**config.mk**
```make
export PLATFORM = sky130hd
export DESIGN_NAME = fir_mac_sequencer
export DESIGN_NICKNAME = d
export VERILOG_FILES = /design/src/rtl/fir_pkg.sv /design/src/rtl/fir_delay_line.sv /design/src/rtl/fir_mac_sequencer.sv
export SDC_FILE = /design/constraint.sdc
export NUM_CORES = 1
export LEC_CHECK = 0
export CORE_MARGIN = 2
export CORE_UTILIZATION = 25
export DETAILED_ROUTE_END_ITERATION = 8
export HOLD_SLACK_MARGIN = 0.12
export SETUP_SLACK_MARGIN = 0.1
export SYNTH_ARGS = -nofsm -noshare
export SYNTH_HDL_FRONTEND = slang
export SYNTH_SLANG_ARGS = --single-unit
```
**constraint.sdc**
```tcl
create_clock -name clk -period 5.2 [get_ports clk]
set_input_delay 1.04 -clock clk [delete_from_list [all_inputs] [get_ports clk]]
set_output_delay 1.04 -clock clk [all_outputs]
set_load 0.005 [all_outputs]
```
**src/rtl/fir_pkg.sv**
```systemverilog
// fir_pkg: shared constants, FSM encoding and helpers for the FIR MAC sequencer (rev 1.0)
`default_nettype none

package fir_pkg;

  localparam int TAPS    = 8;
  localparam int DW      = 16;
  localparam int PW      = 32;
  localparam int ACCW    = 35;
  localparam int MUL_LAT = 2;

  localparam logic [1:0] ST_IDLE  = 2'd0;
  localparam logic [1:0] ST_ISSUE = 2'd1;
  localparam logic [1:0] ST_DRAIN = 2'd2;
  localparam logic [1:0] ST_OUT   = 2'd3;

  typedef enum logic [1:0] {
    IDLE  = ST_IDLE,
    ISSUE = ST_ISSUE,
    DRAIN = ST_DRAIN,
    OUT   = ST_OUT
  } state_e;

  function automatic int clog2(input int v);
    int r;
    r = 0;
    for (int i = 0; i < 31; i++) begin
      if ((1 << i) < v) r = i + 1;
    end
    return r;
  endfunction

endpackage

`default_nettype wire

```
**src/rtl/fir_delay_line.sv**
```systemverilog
// fir_delay_line: TAPS-deep sample shift register with indexed combinational read (rev 1.0)
`default_nettype none

module fir_delay_line #(
  parameter int TAPS = fir_pkg::TAPS,
  parameter int DW   = fir_pkg::DW,
  localparam int KW  = fir_pkg::clog2(TAPS)
) (
  input  logic          clk,
  input  logic          rst_n,
  input  logic          i_shift,
  input  logic [DW-1:0] i_data,
  input  logic [KW-1:0] i_rd_idx,
  output logic [DW-1:0] o_rd_data
);
  import fir_pkg::*;

  logic [DW-1:0] r_x [TAPS];

  for (genvar i = 0; i < TAPS; i++) begin : g_tap
    if (i == 0) begin : g_head
      always_ff @(posedge clk or negedge rst_n) begin
        if (!rst_n)       r_x[i] <= '0;
        else if (i_shift) r_x[i] <= i_data;
      end
    end else begin : g_body
      always_ff @(posedge clk or negedge rst_n) begin
        if (!rst_n)       r_x[i] <= '0;
        else if (i_shift) r_x[i] <= r_x[i-1];
      end
    end
  end

  assign o_rd_data = r_x[i_rd_idx];

endmodule

`default_nettype wire

```
**src/rtl/fir_mac_sequencer.sv**
```systemverilog
// fir_mac_sequencer: time-multiplexed FIR tap sequencer around an external pipelined multiplier (rev 1.0)
`default_nettype none

module fir_mac_sequencer #(
  parameter int TAPS    = fir_pkg::TAPS,
  parameter int DW      = fir_pkg::DW,
  parameter int PW      = fir_pkg::PW,
  parameter int ACCW    = fir_pkg::ACCW,
  parameter int MUL_LAT = fir_pkg::MUL_LAT,
  localparam int KW     = fir_pkg::clog2(TAPS)
) (
  input  logic            clk,
  input  logic            rst_n,
  input  logic            i_s_valid,
  output logic            o_s_ready,
  input  logic [DW-1:0]   i_s_data,
  input  logic            i_coef_we,
  input  logic [KW-1:0]   i_coef_addr,
  input  logic [DW-1:0]   i_coef_data,
  output logic [DW-1:0]   o_mul_a,
  output logic [DW-1:0]   o_mul_b,
  input  logic [PW-1:0]   i_mul_p,
  output logic            o_m_valid,
  input  logic            i_m_ready,
  output logic [ACCW-1:0] o_m_data
);
  import fir_pkg::*;

  state_e            r_state;
  logic [KW:0]       r_k;
  logic [DW-1:0]     r_mul_a;
  logic [DW-1:0]     r_mul_b;
  logic              r_opv;
  logic [MUL_LAT-1:0] r_tag;
  logic [ACCW-1:0]   r_acc;
  logic [DW-1:0]     r_coef [TAPS];

  logic [MUL_LAT:0]  w_tag_shift;
  logic              w_tag_out;
  logic              w_drain_done;
  logic              w_issue_more;
  logic [KW-1:0]     w_rd_idx;
  logic [DW-1:0]     w_x_rd;
  logic [DW-1:0]     w_coef_rd;
  logic              w_accept;

  assign w_accept     = (r_state == IDLE) && i_s_valid;
  assign w_rd_idx     = r_k[KW-1:0];
  assign w_coef_rd    = r_coef[w_rd_idx];
  assign w_issue_more = (r_k != (KW+1)'(TAPS));

  // Top bit is the tag retiring this cycle; the low bits are the next tag register.
  assign w_tag_shift  = {r_tag, r_opv};
  assign w_tag_out    = w_tag_shift[MUL_LAT];
  assign w_drain_done = (w_tag_shift[MUL_LAT-1:0] == '0);

  fir_delay_line #(
    .TAPS (TAPS),
    .DW   (DW)
  ) u_delay_line (
    .clk       (clk),
    .rst_n     (rst_n),
    .i_shift   (w_accept),
    .i_data    (i_s_data),
    .i_rd_idx  (w_rd_idx),
    .o_rd_data (w_x_rd)
  );

  always_ff @(posedge clk or negedge rst_n) begin
    if (!rst_n) begin
      for (int i = 0; i < TAPS; i++) r_coef[i] <= '0;
    end else if (i_coef_we) begin
      r_coef[i_coef_addr] <= i_coef_data;
    end
  end

  // Operands are registered one cycle ahead: the accept edge loads tap 0, each ISSUE edge loads tap k.
  always_ff @(posedge clk or negedge rst_n) begin
    if (!rst_n) begin
      r_state <= IDLE;
      r_k     <= '0;
      r_mul_a <= '0;
      r_mul_b <= '0;
      r_opv   <= 1'b0;
      r_tag   <= '0;
      r_acc   <= '0;
    end else begin
      r_tag <= w_tag_shift[MUL_LAT-1:0];
      if (w_tag_out) r_acc <= r_acc + ACCW'(i_mul_p);

      case (r_state)
        IDLE: begin
          if (i_s_valid) begin
            r_acc   <= '0;
            r_mul_a <= i_s_data;
            r_mul_b <= w_coef_rd;
            r_opv   <= 1'b1;
            r_k     <= (KW+1)'(1);
            r_state <= ISSUE;
          end
        end
        ISSUE: begin
          if (w_issue_more) begin
            r_mul_a <= w_x_rd;
            r_mul_b <= w_coef_rd;
            r_opv   <= 1'b1;
            r_k     <= r_k + (KW+1)'(1);
          end else begin
            r_mul_a <= '0;
            r_mul_b <= '0;
            r_opv   <= 1'b0;
            r_k     <= '0;
            r_state <= DRAIN;
          end
        end
        DRAIN: begin
          if (w_drain_done) r_state <= OUT;
        end
        OUT: begin
          if (i_m_ready) r_state <= IDLE;
        end
        default: r_state <= IDLE;
      endcase
    end
  end

  assign o_s_ready = (r_state == IDLE);
  assign o_m_valid = (r_state == OUT);
  assign o_m_data  = r_acc;
  assign o_mul_a   = r_mul_a;
  assign o_mul_b   = r_mul_b;

endmodule

`default_nettype wire

```
==> results of run 1 <==
## metal layers
layer / GRT usage / vias to the layer above / wire length, um
li1: - / 5329 / -
met2: 0.204 / 223 / 19400
met5: 0 / - / 13
met3: 0.0246 / 70 / 1880
met4: 0.0389 / 2 / 1010
met1: 0.156 / 5748 / 17700
## final cells by class
| class | instances | share of cell area |
|---|---|---|
| inverter | 26 | 0.00490 |
| clock inverter | 14 | 0.00779 |
| multi-input combinational | 1010 | 0.377 |
| clock buffer | 56 | 0.0583 |
| sequential | 332 | 0.417 |
| tap | 855 | 0.0537 |
| timing repair buffer | 161 | 0.0804 |
## power by group through the flow
stage	clock, mW	sequential, mW	combinational [mW]
6_report	2.79	4.25	4.58
5_1_grt	3.00	4.39	5.11
4_1_cts	2.89	4.26	4.64
3_5_place_dp	0	4.30	4.62
3_3_place_gp	0	4.24	4.54
2_1_floorplan	0	3.96	3.29
## per-stage QoR
| step | setup WS [ns] | std cells |
|---|---|---|
| floorplan | 1.99 | 1450 |
| global route | 1.54 | 2454 |
| finish | 1.73 | 2454 |
| global placement | 1.21 | 2384 |
| CTS | 1.76 | 2454 |
| detailed placement | 1.17 | 2384 |
## critical path: cells and delay by family
family,cells,cell delay [ns]
compound gates,7,1.55
fa+ha+maj,2,0.67
buf+inv,1,0.42
simple gates,1,0.17
## how the worst max path moves through the flow
stage / end / start / depth (start not counted)
6_report: o_m_data[34] / i_mul_p[0] / 11
5_1_grt: o_m_data[34] / i_mul_p[0] / 11
4_1_cts: o_m_data[34] / i_mul_p[0] / 11
3_5_place_dp: o_m_data[34] / i_mul_p[0] / 11
3_3_place_gp: o_m_data[20] / i_mul_p[0] / 11
2_1_floorplan: o_m_data[34] / i_mul_p[0] / 10
## state kept, by name, summed over array words and instances, names as in the netlist
| register | flops |
|---|---|
| o_mul_a | 16 |
| o_mul_b | 16 |
| u_delay_line.r_x | 128 |
| o_m_data | 35 |
| r_tag | 2 |
| r_k | 4 |
| r_opv | 1 |
| r_coef | 128 |
| r_state | 2 |
## layout by cell type, fill, tap and decap left out, types with 4 or more instances in the layout
cell             netlist  routed
nand2_1              410     409
dfrtp_1              332     329
clkdlybuf4s50_1        0     139
mux2_2               128     128
o21ai_0               66      66
mux4_2                64      64
mux2i_1               50      50
clkbuf_16              0      40
ha_1                  38      38
a21oi_1               33      33
nor2_1                33      33
inv_1                 25      25
xnor2_1               21      21
o21a_1                21      21
buf_4                  0      18
o221ai_1              16      16
a21o_1                15      15
nand3_1               10      10
clkbuf_8               0      10
a31oi_1                9       9
a211oi_1               7       7
xor2_1                 7       7
nand2b_1               6       6
nand4_1                6       6
clkbuf_1              65       6
and2_1                 5       4
o21bai_1               4       4
and3_1                 4       4
nor2b_1                4       4
o31ai_1                5       4
o21ai_1                6       4
inv_6                  0       4
clkinv_2               0       4
## logic make-up (layout without fill, tap and decap cells)
| kind of cell | after synthesis | in the layout | synth area share |
|---|---|---|---|
| flip-flops | 332 | 332 | 0.514 |
| multiplexers | 242 | 242 | 0.209 |
| XOR/XNOR | 28 | 28 | 0.0152 |
| AND/OR/NAND/NOR | 499 | 499 | 0.125 |
| buffers and inverters | 108 | 257 | 0.0260 |
| AO/OA/AOI/OAI | 202 | 202 | 0.0811 |
| adder cells (fa/ha/maj) | 39 | 39 | 0.0306 |
==> results.sh, run 1 <==
export IMPL_place_gp_congestion=0.870
export IMPL_dieHeight_um=258
export IMPL_setup_viol=0
export IMPL_rr_worst_depth=10
export IMPL_design_area_um2=19900
export IMPL_synth_edf_count=0
export IMPL_status="complete, no violations"
export IMPL_synth_fp_nets=1561
export IMPL_p_int_mw=7.45
export IMPL_post_cts_resized=0
export IMPL_clkTransAtPathRegs_ns=0.06
export IMPL_crit_path_top_delay_cell="clkdlybuf4s50_1"
export IMPL_endpoint_kind="flop"
export IMPL_antenna_left=0
export IMPL_cts_tree="yes"
export IMPL_die_w_um=258
export IMPL_p_per_area_nw_per_um2=583
export IMPL_r2r_end="o_m_data[34]"
export IMPL_required_ns=5.58
export IMPL_io_buffer_count=140
export IMPL_area_delta_synth_final_pct=23.1
export IMPL_first_pass_iters=5
export IMPL_clock_sinks=332
export IMPL_vias_per_cell=4.63
export IMPL_cp_max_fo=4
export IMPL_antennaDiodeCount=0
export IMPL_fin_crit_sh=0.667
export IMPL_place_area_um2=18600
export IMPL_min_from="r_tag[0]"
export IMPL_worst_pin_slew_ns=1.10
export IMPL_grt_overflow_total=0
export IMPL_wl_um=40100
export IMPL_min_to="r_tag[1]"
export IMPL_drt_initial_drc_count=740
export IMPL_drive_gt1_frac=0.185
export IMPL_syn_avg_cell_area_um2=11.2
export IMPL_clkLatencyLatePin_ns=0.55
export IMPL_fillers=6470
export IMPL_comb_power_share=0.394
export IMPL_fp_coreArea_um2=64200
export IMPL_routedWlPerCell_um=16.3
export IMPL_synth_commonest_cells="nand2_1, dfrtp_1, mux2_2"
export IMPL_register_area_um2=8310
export IMPL_syn_inst=1450
export IMPL_reg2reg_slack_ns=2.25
export IMPL_synth_top_area_frac=0.514
export IMPL_yosysMostFrequentCell="nand2_1"
export IMPL_ys_top_cells_by_area="dfrtp_1, nand2_1, mux2_2"
export IMPL_clk_path_buf_depth=3
export IMPL_grt_usage=0.121
export IMPL_worstSetupStartpointType="input pin"
export IMPL_cts_setup_buffers=0
export IMPL_fin_skew_ns=0.0176
export IMPL_cts_made_buffers=39
export IMPL_place_hpwl_um=25700
export IMPL_yosys_area_top_type="dfrtp_1"
export IMPL_dieArea_um2=66800
export IMPL_root_buffer="clkbuf_16"
export IMPL_nNetsFinal=1681
export IMPL_synth_seq_cells=332
export IMPL_switchingPower_mw=4.17
export IMPL_hold_buffers=0
export IMPL_period_minus_slack_ns=3.47
export IMPL_route_detailed_drc=0
export IMPL_holdWs_ns=0.367
export IMPL_max_slew_margin=0.264
export IMPL_ir_drop_mv=0.228
export IMPL_drv_cap=0
export IMPL_yosys_warnings=0
export IMPL_grt_max_degree=102
export IMPL_hold_depth=0
export IMPL_p_total_mw=11.6
export IMPL_hold_viol=0
export IMPL_grt_pass1_wl_um=65200
export IMPL_setup_tns_ns=0
export IMPL_crit_type="input pin to flop"
export IMPL_syn_cell_area_um2=16200
export IMPL_path_cells="clkdlybuf4s50_1 > ha_1 > fa_1 > a21o_1 > a221oi_2 > o311ai_2 > o2111ai_2 > a211oi_2 > a31oi_1 > or3_1 > a21oi_1"
export IMPL_multi_input_area_um2=7520
export IMPL_hold_class="flop to flop"
export IMPL_cp_arrival_ns=3.85
export IMPL_postLayoutCoreUtil=0.310
export IMPL_ios=141
export IMPL_start_util=0.252
export IMPL_synth_flop_cell="dfrtp_1"
export IMPL_async_flop_share=1.00
export IMPL_slowest_delay_ns=0.42
export IMPL_fmax_mhz=288
export IMPL_yosysSeqAreaShare=0.514
export IMPL_rows=93
export IMPL_grt_pass1_vias=11800
export IMPL_timing_rr_start="o_m_data[0]"
export IMPL_finalMaxSlewViolations=0
export IMPL_sequentialPowerShare=0.366
export IMPL_num_vias=11400
export IMPL_leakagePower_nw=8.74
export IMPL_netlist_cell_type_count=57
export IMPL_rsz0062_at_grt="no"
export IMPL_p_clk_frac=0.240
export IMPL_htreeDepth=2
export IMPL_switching_share=0.359
export IMPL_antenna_found_initial=1
(Power assumes the default switching activity.)
==> inputs of run 2 (changes only) <==
==> constraint.sdc (replaced) <==
create_clock -name clk -period 3.33 [get_ports clk]
set_input_delay 0.666 -clock clk [delete_from_list [all_inputs] [get_ports clk]]
set_output_delay 0.666 -clock clk [all_outputs]
set_load 0.005 [all_outputs]
==> run 2 against run 1 <==
Routed wire length up 2.5%. Combinational power up 69%. Sequential share of layout area down 0.88 points. Non-clock buffer count up 55. Core utilization up 0.67 points.
==> results.sh, run 2 (synthesized netlist as in run 1, its figures left out) <==
export IMPL_dieHeight_um=258
export IMPL_endpoint_kind="flop"
export IMPL_io_buffer_count=140
export IMPL_fin_crit_sh=0.915
export IMPL_setup_tns_ns=0
export IMPL_ios=141
export IMPL_dp_slack_ns=-0.209
export IMPL_status="complete, no violations"
export IMPL_dp_cells=2439
export IMPL_clock_sinks=332
export IMPL_vias_per_cell=4.63
export IMPL_root_buffer="clkbuf_16"
export IMPL_num_vias=11600
export IMPL_grt_pass1_vias=12000
export IMPL_route_detailed_drc=0
export IMPL_nNetsFinal=1736
export IMPL_cts_setup_buffers=0
export IMPL_cts_tree="yes"
export IMPL_antenna_found_initial=1
export IMPL_post_cts_resized=0
export IMPL_dieArea_um2=66800
export IMPL_antenna_left=0
export IMPL_p_total_mw=18.6
export IMPL_htreeDepth=2
export IMPL_fmax_mhz=328
export IMPL_crit_type="input pin to flop"
export IMPL_drt_initial_drc_count=767
export IMPL_leakagePower_nw=9.01
export IMPL_clkLatencyLatePin_ns=0.56
export IMPL_fin_skew_ns=0.0191
export IMPL_rr_worst_depth=11
export IMPL_drv_cap=0
export IMPL_drive_gt1_frac=0.211
export IMPL_stdcell_count=2508
export IMPL_grt_usage=0.124
export IMPL_rsz0062_at_grt="no"
export IMPL_cp_max_fo=3
export IMPL_worst_pin_slew_ns=0.777
export IMPL_start_util=0.252
export IMPL_grt_pass1_wl_um=66300
export IMPL_ir_drop_mv=0.421
export IMPL_grt_overflow_total=0
export IMPL_final_common_cell="nand2_1"
export IMPL_wl_um=41100
export IMPL_finalMaxSlewViolations=0
export IMPL_grt_max_degree=145
export IMPL_timing_final_ws_setup_ns=0.281
export IMPL_p_per_area_nw_per_um2=916
export IMPL_period_minus_slack_ns=3.05
export IMPL_routedWlPerCell_um=16.4
export IMPL_max_slew_margin=0.482
export IMPL_layout_common_cells="nand2_1, dfrtp_1, clkdlybuf4s50_1, mux2_2, buf_4"
export IMPL_cts_made_buffers=39
export IMPL_area_delta_synth_final_pct=25.8
export IMPL_cp_arrival_ns=3.52
export IMPL_required_ns=3.80
export IMPL_hold_buffers=0
export IMPL_hold_class="input pin to asynchronous set/reset pin"
export IMPL_clkTransAtPathRegs_ns=0.06
export IMPL_setup_viol=0
export IMPL_worstSetupStartpointType="input pin"
export IMPL_die_w_um=258
export IMPL_first_pass_iters=5
export IMPL_fp_coreArea_um2=64200
export IMPL_clk_path_buf_depth=3
export IMPL_place_gp_congestion=0.853
export IMPL_place_hpwl_um=27000
export IMPL_antennaDiodeCount=0
export IMPL_postLayoutCoreUtil=0.317
export IMPL_hold_viol=0
export IMPL_rows=93
-- run 2: final timing paths --
kind / start / endpoint / slack, ns
setup / recovery: i_mul_p[0] / o_m_data[30] / 0.28
hold / removal: rst_n / u_delay_line.r_x[18] / 0.14
setup reg to reg: o_m_data[0] / o_m_data[30] / 0.46
hold reg to reg: r_tag[0] / r_tag[1] / 0.37
max in group asynchronous: rst_n / r_coef[123] / 2.30
min in group clk: r_tag[0] / r_tag[1] / 0.37
-- run 2: metrics by stage --
stage	hold WS, ns	instance area [um^2]
after global routing	0.195	20300
after detailed placement	0.362	19000
after global placement	0.367	19000
final	0.140	20300
after floorplan	0.349	16200
after CTS	0.166	20300
-- run 2: cell type report --
| class | instances | area (um^2) |
|---|---|---|
| well taps | 855 | 1070 |
| clock inverters | 19 | 249 |
| flip-flops and latches | 332 | 8310 |
| clock buffers | 50 | 1060 |
| multi-input cells | 1010 | 7490 |
| inverters | 26 | 97.6 |
| fillers | 6503 | 43900 |
| repair buffers | 216 | 2060 |
-- run 2: critical path, cell delays in order --
cell and delay (ns):
clkdlybuf4s50_1 0.46, ha_1 0.19, fa_1 0.22, a21o_1 0.17
a221oi_2 0.09, o311ai_2 0.27, o2111ai_2 0.21, buf_4 0.19
a2111oi_0 0.62, nor3_1 0.10, nand3b_1 0.18, a21oi_1 0.16
-- run 2: report_power, final --
group	internal, mW	total (mW)	switching [mW]	leakage [nW]
Clock	2.65	4.40	1.75	0.642
Combinational	3.93	7.75	3.82	4.21
Sequential	5.45	6.49	1.04	4.15
Total	12.0	18.6	6.62	9.01
-- run 2: metal layers --
| metal | vias up | routed length (um) | track usage |
|---|---|---|---|
| met5 | - | 10 | 0 |
| met1 | 5893 | 18100 | 0.158 |
| li1 | 5423 | - | - |
| met2 | 214 | 20000 | 0.209 |
| met4 | 2 | 1010 | 0.0409 |
| met3 | 69 | 1940 | 0.0242 |
